`config.mk`:
```
export PLATFORM = sky130hd
export DESIGN_NAME = if_id_queue_flat
export DESIGN_NICKNAME = d
export VERILOG_FILES = /design/src/rtl/if_id_pkg.sv /design/src/rtl/if_id_queue_if.sv /design/src/rtl/if_id_queue.sv /design/src/flat_wrapper.sv
export SDC_FILE = /design/constraint.sdc
export NUM_CORES = 1
export LEC_CHECK = 0
export ABC_AREA = 1
export ABC_CLOCK_PERIOD_IN_PS = 9950
export CAP_MARGIN = 5
export CELL_PAD_IN_SITES_DETAIL_PLACEMENT = 0
export CELL_PAD_IN_SITES_GLOBAL_PLACEMENT = 2
export CORE_UTILIZATION = 31
export CTS_CLUSTER_SIZE = 40
export DETAILED_ROUTE_END_ITERATION = 8
export PLACE_DENSITY_LB_ADDON = 0.05
export SKIP_CTS_REPAIR_TIMING = 1
export SYNTH_ARGS = -nofsm -noshare
export SYNTH_HDL_FRONTEND = slang
export SYNTH_SLANG_ARGS = --single-unit
```
`constraint.sdc`:
```
create_clock -name clk -period 9.95 [get_ports clk]
set_clock_uncertainty 0.05 [all_clocks]
set_input_delay 2.4875 -clock clk [delete_from_list [all_inputs] [get_ports clk]]
set_output_delay 2.4875 -clock clk [all_outputs]
set_load 0.02 [all_outputs]
```
`src/rtl/if_id_pkg.sv`:
```
// ----------------------------------------------------------------------------
// if_id_pkg
// Shared definitions for the fetch/decode boundary queue.
//   XLEN          : datapath width (32)
//   NOP_INSTR     : instruction presented to decode when the queue is empty
//                   (addi x0, x0, 0)
//   if_id_entry_t : one queued entry, {pc, instr}
//   is_pow2()     : elaboration-time helper used to validate queue depth
// ----------------------------------------------------------------------------
package if_id_pkg;

    localparam int XLEN = 32;

    localparam logic [XLEN-1:0] NOP_INSTR = 32'h00000013;

    typedef struct packed {
        logic [XLEN-1:0] pc;
        logic [XLEN-1:0] instr;
    } if_id_entry_t;

    function automatic bit is_pow2(input int unsigned n);
        return (n != 0) && ((n & (n - 1)) == 0);
    endfunction

endpackage

```
`src/rtl/if_id_queue_if.sv`:
```
// ----------------------------------------------------------------------------
// if_id_queue_if
// Handshake bundle between the fetch stage, the IF/ID queue and decode.
//   Fetch side  : in_valid, in_pc, in_instr, in_qed_instr, in_qed_vld -> queue
//                 in_ready                                       <- queue
//   Decode side : out_valid, out_pc, out_instr                   <- queue
//                 out_ready                                      -> queue
// Modports:
//   slave  : the queue itself
//   master : the surrounding pipeline (fetch producer + decode consumer)
// ----------------------------------------------------------------------------
interface if_id_queue_if;
    import if_id_pkg::*;

    logic            in_valid;
    logic [XLEN-1:0] in_pc;
    logic [XLEN-1:0] in_instr;
    logic [XLEN-1:0] in_qed_instr;
    logic            in_qed_vld;
    logic            in_ready;

    logic            out_valid;
    logic [XLEN-1:0] out_pc;
    logic [XLEN-1:0] out_instr;
    logic            out_ready;

    modport slave (
        input  in_valid,
        input  in_pc,
        input  in_instr,
        input  in_qed_instr,
        input  in_qed_vld,
        output in_ready,
        output out_valid,
        output out_pc,
        output out_instr,
        input  out_ready
    );

    modport master (
        output in_valid,
        output in_pc,
        output in_instr,
        output in_qed_instr,
        output in_qed_vld,
        input  in_ready,
        input  out_valid,
        input  out_pc,
        input  out_instr,
        output out_ready
    );

endinterface

```
`src/rtl/if_id_queue.sv`:
```
// ----------------------------------------------------------------------------
// if_id_queue
// Small circular FIFO sitting between instruction fetch and decode.
// Entries are {pc, instr}. No bypass: a pushed entry reaches the head on the
// following cycle at the earliest. Flush (taken branch) empties the queue;
// reset does the same and outranks flush, push and pop.
//
// Ports:
//   clk    : clock, all state changes on rising edge
//   reset  : synchronous, active-high
//   flush  : discard all entries at the next edge
//   bus    : if_id_queue_if.slave handshake bundle (fetch in, decode out)
//   count  : current occupancy, 0..DEPTH
//
// Parameters:
//   DEPTH     : number of entries, power of two, >= 2
//   NOP_INSTR : instruction presented on out_instr while empty
//
// Build option:
//   QED_QUEUE_EN : when defined, pushes additionally require in_qed_vld and the
//                  stored instruction is in_qed_instr instead of in_instr.
//                  When undefined, both QED inputs are ignored.
// ----------------------------------------------------------------------------
module if_id_queue
    import if_id_pkg::*;
#(
    parameter int unsigned     DEPTH     = 2,
    parameter logic [XLEN-1:0] NOP_INSTR = if_id_pkg::NOP_INSTR
) (
    input  logic                   clk,
    input  logic                   reset,
    input  logic                   flush,
    if_id_queue_if.slave           bus,
    output logic [$clog2(DEPTH):0] count
);

    localparam int PTR_W = $clog2(DEPTH);
    localparam int CNT_W = PTR_W + 1;

    localparam logic [CNT_W-1:0] FULL_CNT = CNT_W'(DEPTH);

    if (!is_pow2(DEPTH) || DEPTH < 2) begin : g_bad_depth
        $error("if_id_queue: DEPTH must be a power of two and at least 2");
    end

    if_id_entry_t     mem [DEPTH];
    logic [PTR_W-1:0] wr_ptr;
    logic [PTR_W-1:0] rd_ptr;
    logic [CNT_W-1:0] count_q;

    logic             push_en;
    logic             push;
    logic             pop;
    if_id_entry_t     wr_entry;
    if_id_entry_t     head;

`ifdef QED_QUEUE_EN
    assign push_en  = bus.in_valid & bus.in_qed_vld;
    assign wr_entry = '{pc: bus.in_pc, instr: bus.in_qed_instr};
`else
    assign push_en  = bus.in_valid;
    assign wr_entry = '{pc: bus.in_pc, instr: bus.in_instr};

    // QED inputs exist on the bundle but carry no meaning in this build.
    logic qed_unused;
    assign qed_unused = ^{bus.in_qed_instr, bus.in_qed_vld};
`endif

    // in_ready is forced low during reset so fetch never advances its PC
    // on an entry that reset is about to throw away.
    assign bus.in_ready  = (count_q != FULL_CNT) && !reset;
    assign bus.out_valid = (count_q != '0);

    assign push = push_en & bus.in_ready;
    assign pop  = bus.out_valid & bus.out_ready;

    always_ff @(posedge clk) begin
        if (reset || flush) begin
            wr_ptr  <= '0;
            rd_ptr  <= '0;
            count_q <= '0;
        end else begin
            // Pointers are PTR_W bits wide, so wrap modulo DEPTH is implicit.
            if (push) begin
                wr_ptr <= wr_ptr + PTR_W'(1);
            end
            if (pop) begin
                rd_ptr <= rd_ptr + PTR_W'(1);
            end
            unique case ({push, pop})
                2'b10:   count_q <= count_q + CNT_W'(1);
                2'b01:   count_q <= count_q - CNT_W'(1);
                default: count_q <= count_q;
            endcase
        end
    end

    // Storage carries no reset; occupancy alone decides what is visible.
    // push already excludes reset through in_ready; flush must block it here.
    always_ff @(posedge clk) begin
        if (push && !flush) begin
            mem[wr_ptr] <= wr_entry;
        end
    end

    assign head = mem[rd_ptr];

    always_comb begin
        bus.out_pc    = '0;
        bus.out_instr = NOP_INSTR;
        if (bus.out_valid) begin
            bus.out_pc    = head.pc;
            bus.out_instr = head.instr;
        end
    end

    assign count = count_q;

endmodule
```
`src/flat_wrapper.sv`:
```
// flat-port wrapper written by rule: the top's interface ports become plain ports
module if_id_queue_flat import if_id_pkg::*;
#(
    parameter int unsigned     DEPTH     = 2,
    parameter logic [XLEN-1:0] NOP_INSTR = if_id_pkg::NOP_INSTR
)
  (clk, reset, flush, count, bus_in_valid, bus_in_pc, bus_in_instr, bus_in_qed_instr, bus_in_qed_vld, bus_in_ready, bus_out_valid, bus_out_pc, bus_out_instr, bus_out_ready);
  if_id_queue_if bus_i ();
  input  logic clk;
  input  logic reset;
  input  logic flush;
  output logic [$clog2(DEPTH):0] count;
  input wire logic [$bits(bus_i.in_valid)-1:0] bus_in_valid;
  input wire logic [$bits(bus_i.in_pc)-1:0] bus_in_pc;
  input wire logic [$bits(bus_i.in_instr)-1:0] bus_in_instr;
  input wire logic [$bits(bus_i.in_qed_instr)-1:0] bus_in_qed_instr;
  input wire logic [$bits(bus_i.in_qed_vld)-1:0] bus_in_qed_vld;
  output wire logic [$bits(bus_i.in_ready)-1:0] bus_in_ready;
  output wire logic [$bits(bus_i.out_valid)-1:0] bus_out_valid;
  output wire logic [$bits(bus_i.out_pc)-1:0] bus_out_pc;
  output wire logic [$bits(bus_i.out_instr)-1:0] bus_out_instr;
  input wire logic [$bits(bus_i.out_ready)-1:0] bus_out_ready;
  assign bus_i.in_valid = bus_in_valid;
  assign bus_i.in_pc = bus_in_pc;
  assign bus_i.in_instr = bus_in_instr;
  assign bus_i.in_qed_instr = bus_in_qed_instr;
  assign bus_i.in_qed_vld = bus_in_qed_vld;
  assign bus_in_ready = bus_i.in_ready;
  assign bus_out_valid = bus_i.out_valid;
  assign bus_out_pc = bus_i.out_pc;
  assign bus_out_instr = bus_i.out_instr;
  assign bus_i.out_ready = bus_out_ready;
  if_id_queue #(.DEPTH(DEPTH), .NOP_INSTR(NOP_INSTR)) u_core (.clk(clk), .reset(reset), .flush(flush), .bus(bus_i), .count(count));
endmodule
```
# Word level (Yosys, flattened, before mapping)
# Memory sizes are Yosys's and may differ from the RTL's. A register that Yosys moved wholly into a read port is not among the register bits.
# Cells that the tools add are included.
classes:
  n_mux: 7
  n_eq_ne: 3
  bitwise_logic: 2
  reduce_logical: 7
  n_addsub: 4
ops:
  columns: ["op", "count"]
  rows:
  - ["2-to-1 mux 32 bit", 2]
  - ["2-to-1 mux 1 bit", 4]
  - ["one-hot mux 2 bit (2 select lines)", 1]
  - ["nonzero test 2 bit", 2]
  - ["adder 1 bit, second input constant", 2]
  - ["adder 2 x 1 -> 2 bit, second input constant", 1]
  - ["AND 1 bit", 2]
  - ["equality test 2 x 1 -> 1 bit, second input constant", 1]
  - ["equality test 2 bit, second input constant", 1]
  - ["logical AND 1 bit", 2]
  - ["logical NOT 1 bit", 2]
  - ["!= test 2 bit, second input constant", 1]
  - ["subtractor 2 x 1 -> 2 bit, second input constant", 1]
  - ["logical OR 1 bit", 1]
word_totals:
  output_inout_bits: 68
  elab_cells: 27
  reg_bits: 4
  ramBits: 128
  in_bits: 102
  memories: 1
mem_list:
  columns: ["memory", "depth", "word_bits", "read_ports", "rd_ports_with_merged_regs", "wr", "line_no", "text"]
  rows:
  - ["u_core.mem", 2, 64, 1, 1, 1, "if_id_queue.sv:46", "if_id_entry_t mem [DEPTH];"]

# Logic depth before layout (Yosys ltp)
# Gate-level depths: netlist of the first run.
depth:
  ltp_word: 6
  mapped_depth: 9
  mapped_depth_nobuf: 9

# Least setup slack after synthesis of the first run
# No wires, ideal clock.
synth_timing:
  kind: "input -> register"
  from: "input port reset"
  to: "memory u_core.mem[0][0] (netlist bit) (enable)"
  path_stages: 3
  path_buffers: 0
  arrival_ns: 7.011
  path_slack_ns: 2.325
  required_ns: 9.335
  setup_ns: 0.565
  cell_sequence: "inv_1 > nand3_1 > nor3_1"
synth_between:
  elab_chain_cells: 6
synth_lines:
  columns: ["element", "line_no", "text"]
  rows:
  - ["from (decl)", "flat_wrapper.sv:10", "input logic reset;"]
  - ["logical NOT 1 bit", "if_id_queue.sv:71", "assign bus.in_ready = (count_q != FULL_CNT) && !reset;"]
  - ["logical AND 1 bit", "if_id_queue.sv:71", null]
  - ["AND 1 bit", "if_id_queue.sv:74", "assign push = push_en & bus.in_ready;"]
  - ["logical AND 1 bit", "if_id_queue.sv:101", "if (push && !flush) begin"]
  - ["2-to-1 mux 1 bit", "if_id_queue.sv:101", null]
  - ["2-to-1 mux 1 bit (implied by the code)", "if_id_queue.sv:102", "mem[wr_ptr] <= wr_entry;"]
  - ["to (decl)", "if_id_queue.sv:46", null]
# No other way between the ends.

# Final worst setup path of the first run
layout_timing:
  from: "input port reset"
  to: "output port bus_in_ready"
layout_between:
  elab_chain_cells: 2
layout_lines:
  columns: ["element", "line_no", "text"]
  rows:
  - ["logical NOT 1 bit", "if_id_queue.sv:71", null]
  - ["logical AND 1 bit", "if_id_queue.sv:71", null]
  - ["to (decl)", "flat_wrapper.sv:18", "output wire logic [$bits(bus_i.in_ready)-1:0] bus_in_ready;"]
# No other way between the ends.

==> run metrics, run 1 <==
CP startpoint reset; outcome complete, no violations; maximum vdd ir drop 0.103 mV; Hold WC Path Type flip-flop to flip-flop; hold wc startpoint u_core.rd_ptr$_SDFFE_PP0P_; RSZ-0062 raised after global routing no; nets@finish 626; Die X-Extent 129 um; die span in y 129 um; LEAKAGE 0.00245 uW; Via Count 3346; fin crit share 62.7%; Mean Syn Cell Area 13.1 sq um; Slew Limit Fails 0; minimum clock period 6.24 ns; Worst Path Max Fanout 4; standard-cell rows 46; Max-slew headroom 36.8%; WHS 0.457 ns; drt first-iter violations 161; critical path class input pin to output pin; Metal-1 WL 4.88 mm; first-pass GRT wire length 17.7 mm; Syn Nets 485; Worst setup SP type input pin; Routed Wire Length 11.8 mm; Clock H-tree levels 4; antenna violations before repair 0; Max Clk Rate 160 MHz; fraction of layout cells with a size suffix above 1 6.19%; Buffers on Ports 136; cell area after synthesis 5000 sq um; post-synth top area cell edfxtp_1; sum of negative setup slack 0 ns; pwr/cell area 181 nW/um^2; clk sinks 133; dpl hpwl 6.36 mm; Yosys Warn Count 0; worst path arrival time 3.70 ns; met2 routed WL 5.99 mm; Max Buffers Root-to-Sink 2; sequential fraction of the synthesis area 78.9%; nature of the critical path endpoint output pin; Synth-to-Final Area Change 42.5%; Top Layer Used met4; Setup Viol. Count Final 0; Ports 170; Synth area leaders edfxtp_1, nand2_1, a21oi_1; Worst-Margin Slew 0.948 ns; initial core utilization 31.6%; Core ar. 15800 sq um; Clock Pin Slew Worst Setup and Hold Paths 0.05 ns; drt wl/cell 15.8 um; largest net degree at the start of global routing 66; cts bufs inserted 17; routed vias/inst 4.47; DRC 0; met3 routed WL 788 um; post-synthesis register bit count 133; post-route ant nets 0; grt ovf 0; synthesized instance count 382; GRT Total Usage 14.8%; antenna diode count 0; GPL Wtd Cong 0.686; Required @ worst endpoint 7.41 ns; CTS tree yes; number of global-route vias before repair 3341; reg2reg start u_core.count[0]$_SDFFE_PP0P_; clock insertion delay at the later pin of the skew report 0.40 ns; Final Hold Violating Endpoints 0; Root Buffer clkbuf_16; Netlist cell types 15; top cell type's share of synthesized area 76.9%; Pre-antenna DRT Iters 4; Die Area 16600 sq um; max-cap violations 0
path summary, 6_finish.rpt:
path | end | slack (ns) | depth (start not counted)
hold reg to reg | u_core.rd_ptr$_SDFFE_PP0P_ | 0.46 | 2
setup / recovery | bus_in_ready | 3.71 | 3
hold / removal | u_core.rd_ptr$_SDFFE_PP0P_ | 0.46 | 2
setup reg to reg | u_core.mem[0][2]$_DFFE_PP_ | 7.80 | 5
cell type report:
cell class | count | area (sq um)
Clock buffer | 21 | 440
Clock inverter | 8 | 86.3
Fill cell | 1434 | 8700
Inverter | 9 | 33.8
Multi-Input combinational cell | 221 | 953
Sequential cell | 133 | 3950
Tap cell | 216 | 270
Timing Repair Buffer | 141 | 1400
power breakdown:
part	leakage [uW]	internal, uW	switching [uW]	total, uW
clock network	0.000259	360	209	569
logic	0.000991	46.0	45.5	91.6
registers	0.00120	625	2.64	628
total	0.00245	1030	257	1290
metrics by stage:
step                total power (uW)  cells  setup slack, ns  cell area (sq um)  utilization [%]
finish                          1290    749             3.71               7130             45.0
global route                    1340    749             3.65               7130             45.0
CTS                             1310    749             3.70               7130             45.0
detailed placement               732    720             3.71               6600             41.7
global placement                 730    720             3.72               6600             41.7
floorplan                        675    382             2.32               5000                -
worst max-delay path, cell delays in order:
cell and delay (ns):
clkdlybuf4s50_1 0.46, a21oi_1 0.13, clkdlybuf4s50_1 0.61
cells in the mapped netlist (all sizes together):
cell and n:
a21oi 62, buf 13, clkbuf 6, dfxtp 5
edfxtp 128, ha 1, inv 9, nand2 137
nand3 4, nand4 2, nor2 12, nor3 2
xor2 1
metal layers:
metal,up-vias,global-route usage [%]
met1,1619,16.3
met4,0,7.06
met3,14,5.37
li1,1619,-
met5,-,0
met2,94,25.5
cells in the final DEF (no fill, tap or decap), drive strengths merged:
cell / Yosys / routed
bufinv: 0 / 2
inv: 9 / 9
a21oi: 62 / 62
nand3: 4 / 4
dfxtp: 5 / 5
clkinv: 0 / 6
nand2: 137 / 137
edfxtp: 128 / 128
nand4: 2 / 2
nor2: 12 / 12
buf: 13 / 5
xor2: 1 / 1
ha: 1 / 1
clkdlybuf4s50: 0 / 136
nor3: 2 / 2
clkbuf: 6 / 21
sequential cells by signal, summed over array words and instances, names as in the netlist, named ones only:
register and cells:
u_core.rd_ptr 1, u_core.wr_ptr 1, u_core.count 2, u_core.mem 128
cells by family after synthesis:
group                      Yosys count  synth area share (%)
AOI/OAI and AO/OA                   62                  6.20
xor gates and xnor gates             1                 0.175
and+or+nand+nor                    157                  12.1
DFF                                133                  78.9
buffers and inverters               28                  2.43
adders and majority gates            1                 0.250
(Power assumes the default switching activity.)
==> run 2, diff against run 1 <==
--- a/config.mk
+++ b/config.mk
@@ -6,11 +6,11 @@
 export NUM_CORES = 1
 export LEC_CHECK = 0
 export ABC_AREA = 1
-export ABC_CLOCK_PERIOD_IN_PS = 9950
+export ABC_CLOCK_PERIOD_IN_PS = 5900
 export CAP_MARGIN = 5
 export CELL_PAD_IN_SITES_DETAIL_PLACEMENT = 0
 export CELL_PAD_IN_SITES_GLOBAL_PLACEMENT = 2
-export CORE_UTILIZATION = 31
+export CORE_UTILIZATION = 29
 export CTS_CLUSTER_SIZE = 40
 export DETAILED_ROUTE_END_ITERATION = 8
 export PLACE_DENSITY_LB_ADDON = 0.05
==> constraint.sdc (replaced) <==
create_clock -name clk -period 5.9 [get_ports clk]
set_clock_uncertainty 0.05 [all_clocks]
set_input_delay 1.475 -clock clk [delete_from_list [all_inputs] [get_ports clk]]
set_output_delay 1.475 -clock clk [all_outputs]
set_load 0.02 [all_outputs]
==> run 2 against run 1 <==
  * Setup slack worse by 2.0 ns
  * First-iteration DRC count down 36%
  * Sequential power up 69%
  * Non-clock buffer count increased by 2
  * Die area up 6.8%
==> run metrics, run 2 (same netlist as run 1, synthesis figures left out) <==
Root Buffer clkbuf_16; Setup Viol. Count Final 0 (unchanged); Clock H-tree levels 4 (unchanged); most common cell after layout, fill and taps aside nand2_1; number of global-route vias before repair 3250 (-2.7%); Core ar. 16700 sq um (+5.5%); drt wl/cell 15.6 um (-1.2%); Die X-Extent 133 um (+3.3%); Max Clk Rate 237 MHz; pwr/cell area 304 nW/um^2 (+68%); GRT Total Usage 13.6% (-1.2 points); R2R Setup Slk 3.54 ns (-4.26 ns); Max Buffers Root-to-Sink 2 (unchanged); Core Util, Final 43.0% (-2.1 points); outcome complete, no violations; crit-path cells clkdlybuf4s50_1 > a21oi_1 > clkdlybuf4s50_1; critical path class input pin to output pin; antenna violations before repair 0 (unchanged); WHS Path Cells 2 (unchanged); Ports 170 (unchanged); nets@finish 628 (+0.32%); Required @ worst endpoint 4.38 ns (-3.03 ns); fin crit share 71.4%; Routed Wire Length 11.8 mm (-0.16%); worst reg2reg path depth 5 (unchanged); Synth-to-Final Area Change 43.4%; CTS tree yes; Worst Path Max Fanout 4 (unchanged); CP max stage delay 0.61 ns (about the same); initial core utilization 29.9% (-1.7 points); antenna diode count 0 (unchanged); Final Cell Area 7170 sq um (+0.63%); GPL Wtd Cong 0.704 (+2.6%); WP buf/inv 2 (unchanged); Crit path depth 3 (unchanged); maximum vdd ir drop 0.177 mV (+72%); worst path arrival time 2.69 ns (-1.01 ns); hold wc startpoint u_core.rd_ptr$_SDFFE_PP0P_; post-route ant nets 0 (unchanged); drt first-iter violations 103 (-36%); reg2reg start u_core.count[0]$_SDFFE_PP0P_; clk sinks 133 (unchanged); fraction of layout cells with a size suffix above 1 6.33% (+0.14 points); Final Hold Violating Endpoints 0 (unchanged); routed vias/inst 4.31 (-3.5%); critical path's top delay family buffers and inverters; Worst-Margin Slew 1.07 ns (+0.119 ns); cts bufs inserted 17 (unchanged); crit path max-delay cell type clkdlybuf4s50_1; reg2reg end u_core.mem[1][38]$_DFFE_PP_; minimum clock period 4.21 ns; WHS 0.451 ns (-0.00620 ns); Pre-antenna DRT Iters 6 (+2); grt ovf 0 (unchanged); dpl hpwl 6.78 mm (+6.5%); Max-slew headroom 28.7% (-8.1 points); Top reg by flops u_core.mem; Via Count 3263 (-2.5%); most frequent cells in the layout nand2_1, clkdlybuf4s50_1, edfxtp_1, a21oi_1, clkbuf_16; Buffers on Ports 136 (unchanged); clock insertion delay at the later pin of the skew report 0.41 ns (about the same); first-pass GRT wire length 17.7 mm (-0.12%); standard-cell rows 47 (+2.2%); DP Area 6640 sq um (+0.59%); DRC 0 (unchanged); LEAKAGE 0.00246 uW (+0.44%); sum of negative setup slack 0 ns (unchanged); Clock Pin Slew Worst Setup and Hold Paths 0.05 ns (about the same); largest net degree at the start of global routing 65 (-1.5%); most frequent CP cell clkdlybuf4s50_1; max-cap violations 0 (unchanged); Die Area 17800 sq um (+6.8%); die span in y 133 um (+3.3%); nature of the critical path endpoint output pin; RSZ-0062 raised after global routing no; Worst setup SP type input pin; Largest register FFs 128 (unchanged); Hold WC Path Type flip-flop to flip-flop; Slew Limit Fails 0 (unchanged)
-- run 2: area by class of cell --
type	count	area [sq um]
flip-flops and latches	133	3950
repair buffers	143	1430
fillers	1564	9530
clock buffers	24	452
well taps	220	275
multi-input cells	221	960
clock inverters	7	81.3
inverters	9	33.8
-- run 2: worst max-delay path by stage --
stage | startpoint | endpoint | slack [ns]
2_1_floorplan | reset | u_core.mem[1][0]$_DFFE_PP_ | 1.04
3_3_place_gp | reset | bus_in_ready | 1.70
3_5_place_dp | reset | bus_in_ready | 1.69
4_1_cts | flip-flop | bus_out_pc[31] | 1.64
5_1_grt | flip-flop | bus_out_pc[20] | 1.51
6_report | reset | bus_in_ready | 1.69
-- run 2: tightest hold or removal path: stages (launching register included) --
cell     delay (ns)
dfxtp_1        0.32
nor2_1         0.06
nor2_1         0.08
-- run 2: through the flow --
stage                     setup WS [ns]  cells  total power (uW)
after floorplan                    1.04    382              1140
after global placement             1.70    726              1230
after detailed placement           1.69    726              1240
after CTS                          1.64    757              2210
after global routing               1.51    757              2260
final                              1.69    757              2180
-- run 2: routing by layer --
layer	share of wire (%)	global-route usage (%)	wire [um]	up-vias
met3	5.6	4.98	657	13
met1	45	16.1	5350	1531
li1	-	-	-	1629
met5	0	0	0	-
met2	48	22.5	5640	90
met4	1.5	5.49	177	0
-- run 2: power breakdown --
group / internal, uW / total (uW) / switching [uW]
logic: 78.6 / 156 / 77.3
clock network: 613 / 966 / 353
registers: 1050 / 1060 / 4.49
total: 1750 / 2180 / 435
==> run 3, diff against run 2 <==
--- a/config.mk
+++ b/config.mk
@@ -6,7 +6,7 @@
 export NUM_CORES = 1
 export LEC_CHECK = 0
 export ABC_AREA = 1
-export ABC_CLOCK_PERIOD_IN_PS = 5900
+export ABC_CLOCK_PERIOD_IN_PS = 4210
 export CAP_MARGIN = 5
 export CELL_PAD_IN_SITES_DETAIL_PLACEMENT = 0
 export CELL_PAD_IN_SITES_GLOBAL_PLACEMENT = 2
==> constraint.sdc (replaced) <==
create_clock -name clk -period 4.21 [get_ports clk]
set_clock_uncertainty 0.05 [all_clocks]
set_input_delay 1.0525 -clock clk [delete_from_list [all_inputs] [get_ports clk]]
set_output_delay 1.0525 -clock clk [all_outputs]
set_load 0.02 [all_outputs]
==> run 3 against run 2 <==
  * Register-to-register slack lost 1.3 ns
  * Sequential share of layout area shrank 0.14 points
  * Die area is the same
  * Core utilization grew 0.11 points
  * Setup slack lost 0.93 ns
  * Final cell count grew 0.40%
  * Critical path depth grew 1
  * Cell area grew 0.26%
==> run metrics, run 3 (same netlist as run 1, synthesis figures left out) <==
maximum vdd ir drop 0.260 mV (+47%); antenna violations before repair 0 (unchanged); Pre-antenna DRT Iters 4 (-2); Max Clk Rate 290 MHz; Core Util, Final 43.1% (+0.11 points); R2R Setup Slk 2.25 ns (-1.29 ns); most common cell after layout, fill and taps aside nand2_1; die span in y 133 um (unchanged); pwr/cell area 424 nW/um^2 (+39%); routed vias/inst 4.39 (+2.0%); CTS tree yes; Top reg by flops u_core.mem; nature of the critical path endpoint output pin; initial core utilization 29.9% (unchanged); outcome complete, no violations; nets@finish 630 (+0.32%); Synth-to-Final Area Change 43.8%; sum of negative setup slack 0 ns (unchanged); first-pass GRT wire length 18.4 mm (+4.0%); clock insertion delay at the later pin of the skew report 0.41 ns (about the same); Die Area 17800 sq um (unchanged); DRC 0 (unchanged); number of global-route vias before repair 3472 (+6.8%); Setup Viol. Count Final 0 (unchanged); Die X-Extent 133 um (unchanged); clk sinks 133 (unchanged); largest net degree at the start of global routing 65 (unchanged); Final Cell Area 7190 sq um (+0.26%); fraction of layout cells with a size suffix above 1 7.41% (+1.1 points); Via Count 3340 (+2.4%); Root Buffer clkbuf_16; critical path's top delay family buffers and inverters; drt first-iter violations 201 (+95%); post-route ant nets 0 (unchanged); Core ar. 16700 sq um (unchanged); RSZ-0062 raised after global routing no; crit path max-delay cell type clkdlybuf4s50_1; Worst-Margin Slew 0.788 ns (-0.279 ns); Buffers on Ports 136 (unchanged); WP buf/inv 2 (unchanged); Max-slew headroom 47.5% (+19 points); Worst setup SP type flip-flop; Slew Limit Fails 0 (unchanged); dpl hpwl 6.92 mm (+2.1%); antenna diode count 0 (unchanged); GRT Total Usage 14.1% (+0.50 points); most frequent cells in the layout nand2_1, clkdlybuf4s50_1, edfxtp_1, a21oi_1, clkbuf_16; fin crit share 82.0%; Final Hold Violating Endpoints 0 (unchanged); crit-path cells buf_4 > nand2_1 > a21oi_1 > clkdlybuf4s50_1; cts bufs inserted 17 (unchanged); Design Power 3050 uW (+40%); Routed Wire Length 12.0 mm (+1.3%); drt wl/cell 15.8 um (+0.92%); standard-cell rows 47 (unchanged); grt ovf 0 (unchanged); Largest register FFs 128 (unchanged); Hold WC Path Type flip-flop to flip-flop; LEAKAGE 0.00248 uW (+0.69%); WHS 0.450 ns (-0.00119 ns); DP Area 6660 sq um (+0.23%); Max Buffers Root-to-Sink 2 (unchanged); Ports 170 (unchanged); Required @ worst endpoint 3.11 ns (-1.27 ns); max-cap violations 0 (unchanged); GPL Wtd Cong 0.703 (about the same); critical path class flip-flop to output pin; minimum clock period 3.45 ns; Worst Path Max Fanout 64 (+60); Clock Pin Slew Worst Setup and Hold Paths 0.06 ns (about the same); worst path arrival time 2.35 ns (-0.34 ns); CP max stage delay 0.64 ns (+0.03 ns); Clock H-tree levels 4 (unchanged)
[run 3: worst reg2reg max path, cell delays in order, from the launching register on]
cell and delay, ns:
dfxtp_1 0.48, inv_2 0.08, nand2_1 0.09, nand3_1 0.17, nor3_4 0.19, buf_4 0.51
[run 3: area by class of cell]
class | count | area [sq um]
inverters | 9 | 33.8
well taps | 220 | 275
fillers | 1574 | 9510
flip-flops and latches | 133 | 3950
repair buffers | 145 | 1440
clock inverters | 6 | 57.6
clock buffers | 26 | 479
multi-input cells | 221 | 960
[run 3: path summary, 6_finish.rpt]
| kind | from | end | cells past startpoint |
|---|---|---|---|
| worst min-delay path | u_core.rd_ptr$_SDFFE_PP0P_ | flip-flop | 2 |
| worst max-delay path | flip-flop | bus_out_instr[24] | 4 |
| worst min register to register | u_core.rd_ptr$_SDFFE_PP0P_ | flip-flop | 2 |
| worst max register to register | u_core.count[0]$_SDFFE_PP0P_ | u_core.mem[0][8]$_DFFE_PP_ | 5 |
[run 3: per-stage QoR]
step	cells	setup WS (ns)
5_1_grt	760	0.527
3_3_place_gp	728	0.851
2_1_floorplan	382	0.828
3_5_place_dp	728	0.858
4_1_cts	760	0.679
6_report	760	0.759
[run 3: routing by layer]
metal | wire length, um | track usage, % | share of wire [%] | vias up
met5 | 0 | 0 | 0 | -
li1 | - | - | - | 1629
met4 | 161 | 6.06 | 1.3 | 0
met3 | 714 | 4.95 | 6.0 | 14
met1 | 4970 | 15.8 | 41 | 1604
met2 | 6140 | 24.3 | 51 | 93
[run 3: report_power, final]
part / internal (uW) / switching (uW) / leakage [uW]
Combinational: 111 / 108 / 0.00102
Sequential: 1480 / 6.45 / 0.00120
Clock: 839 / 506 / 0.000262
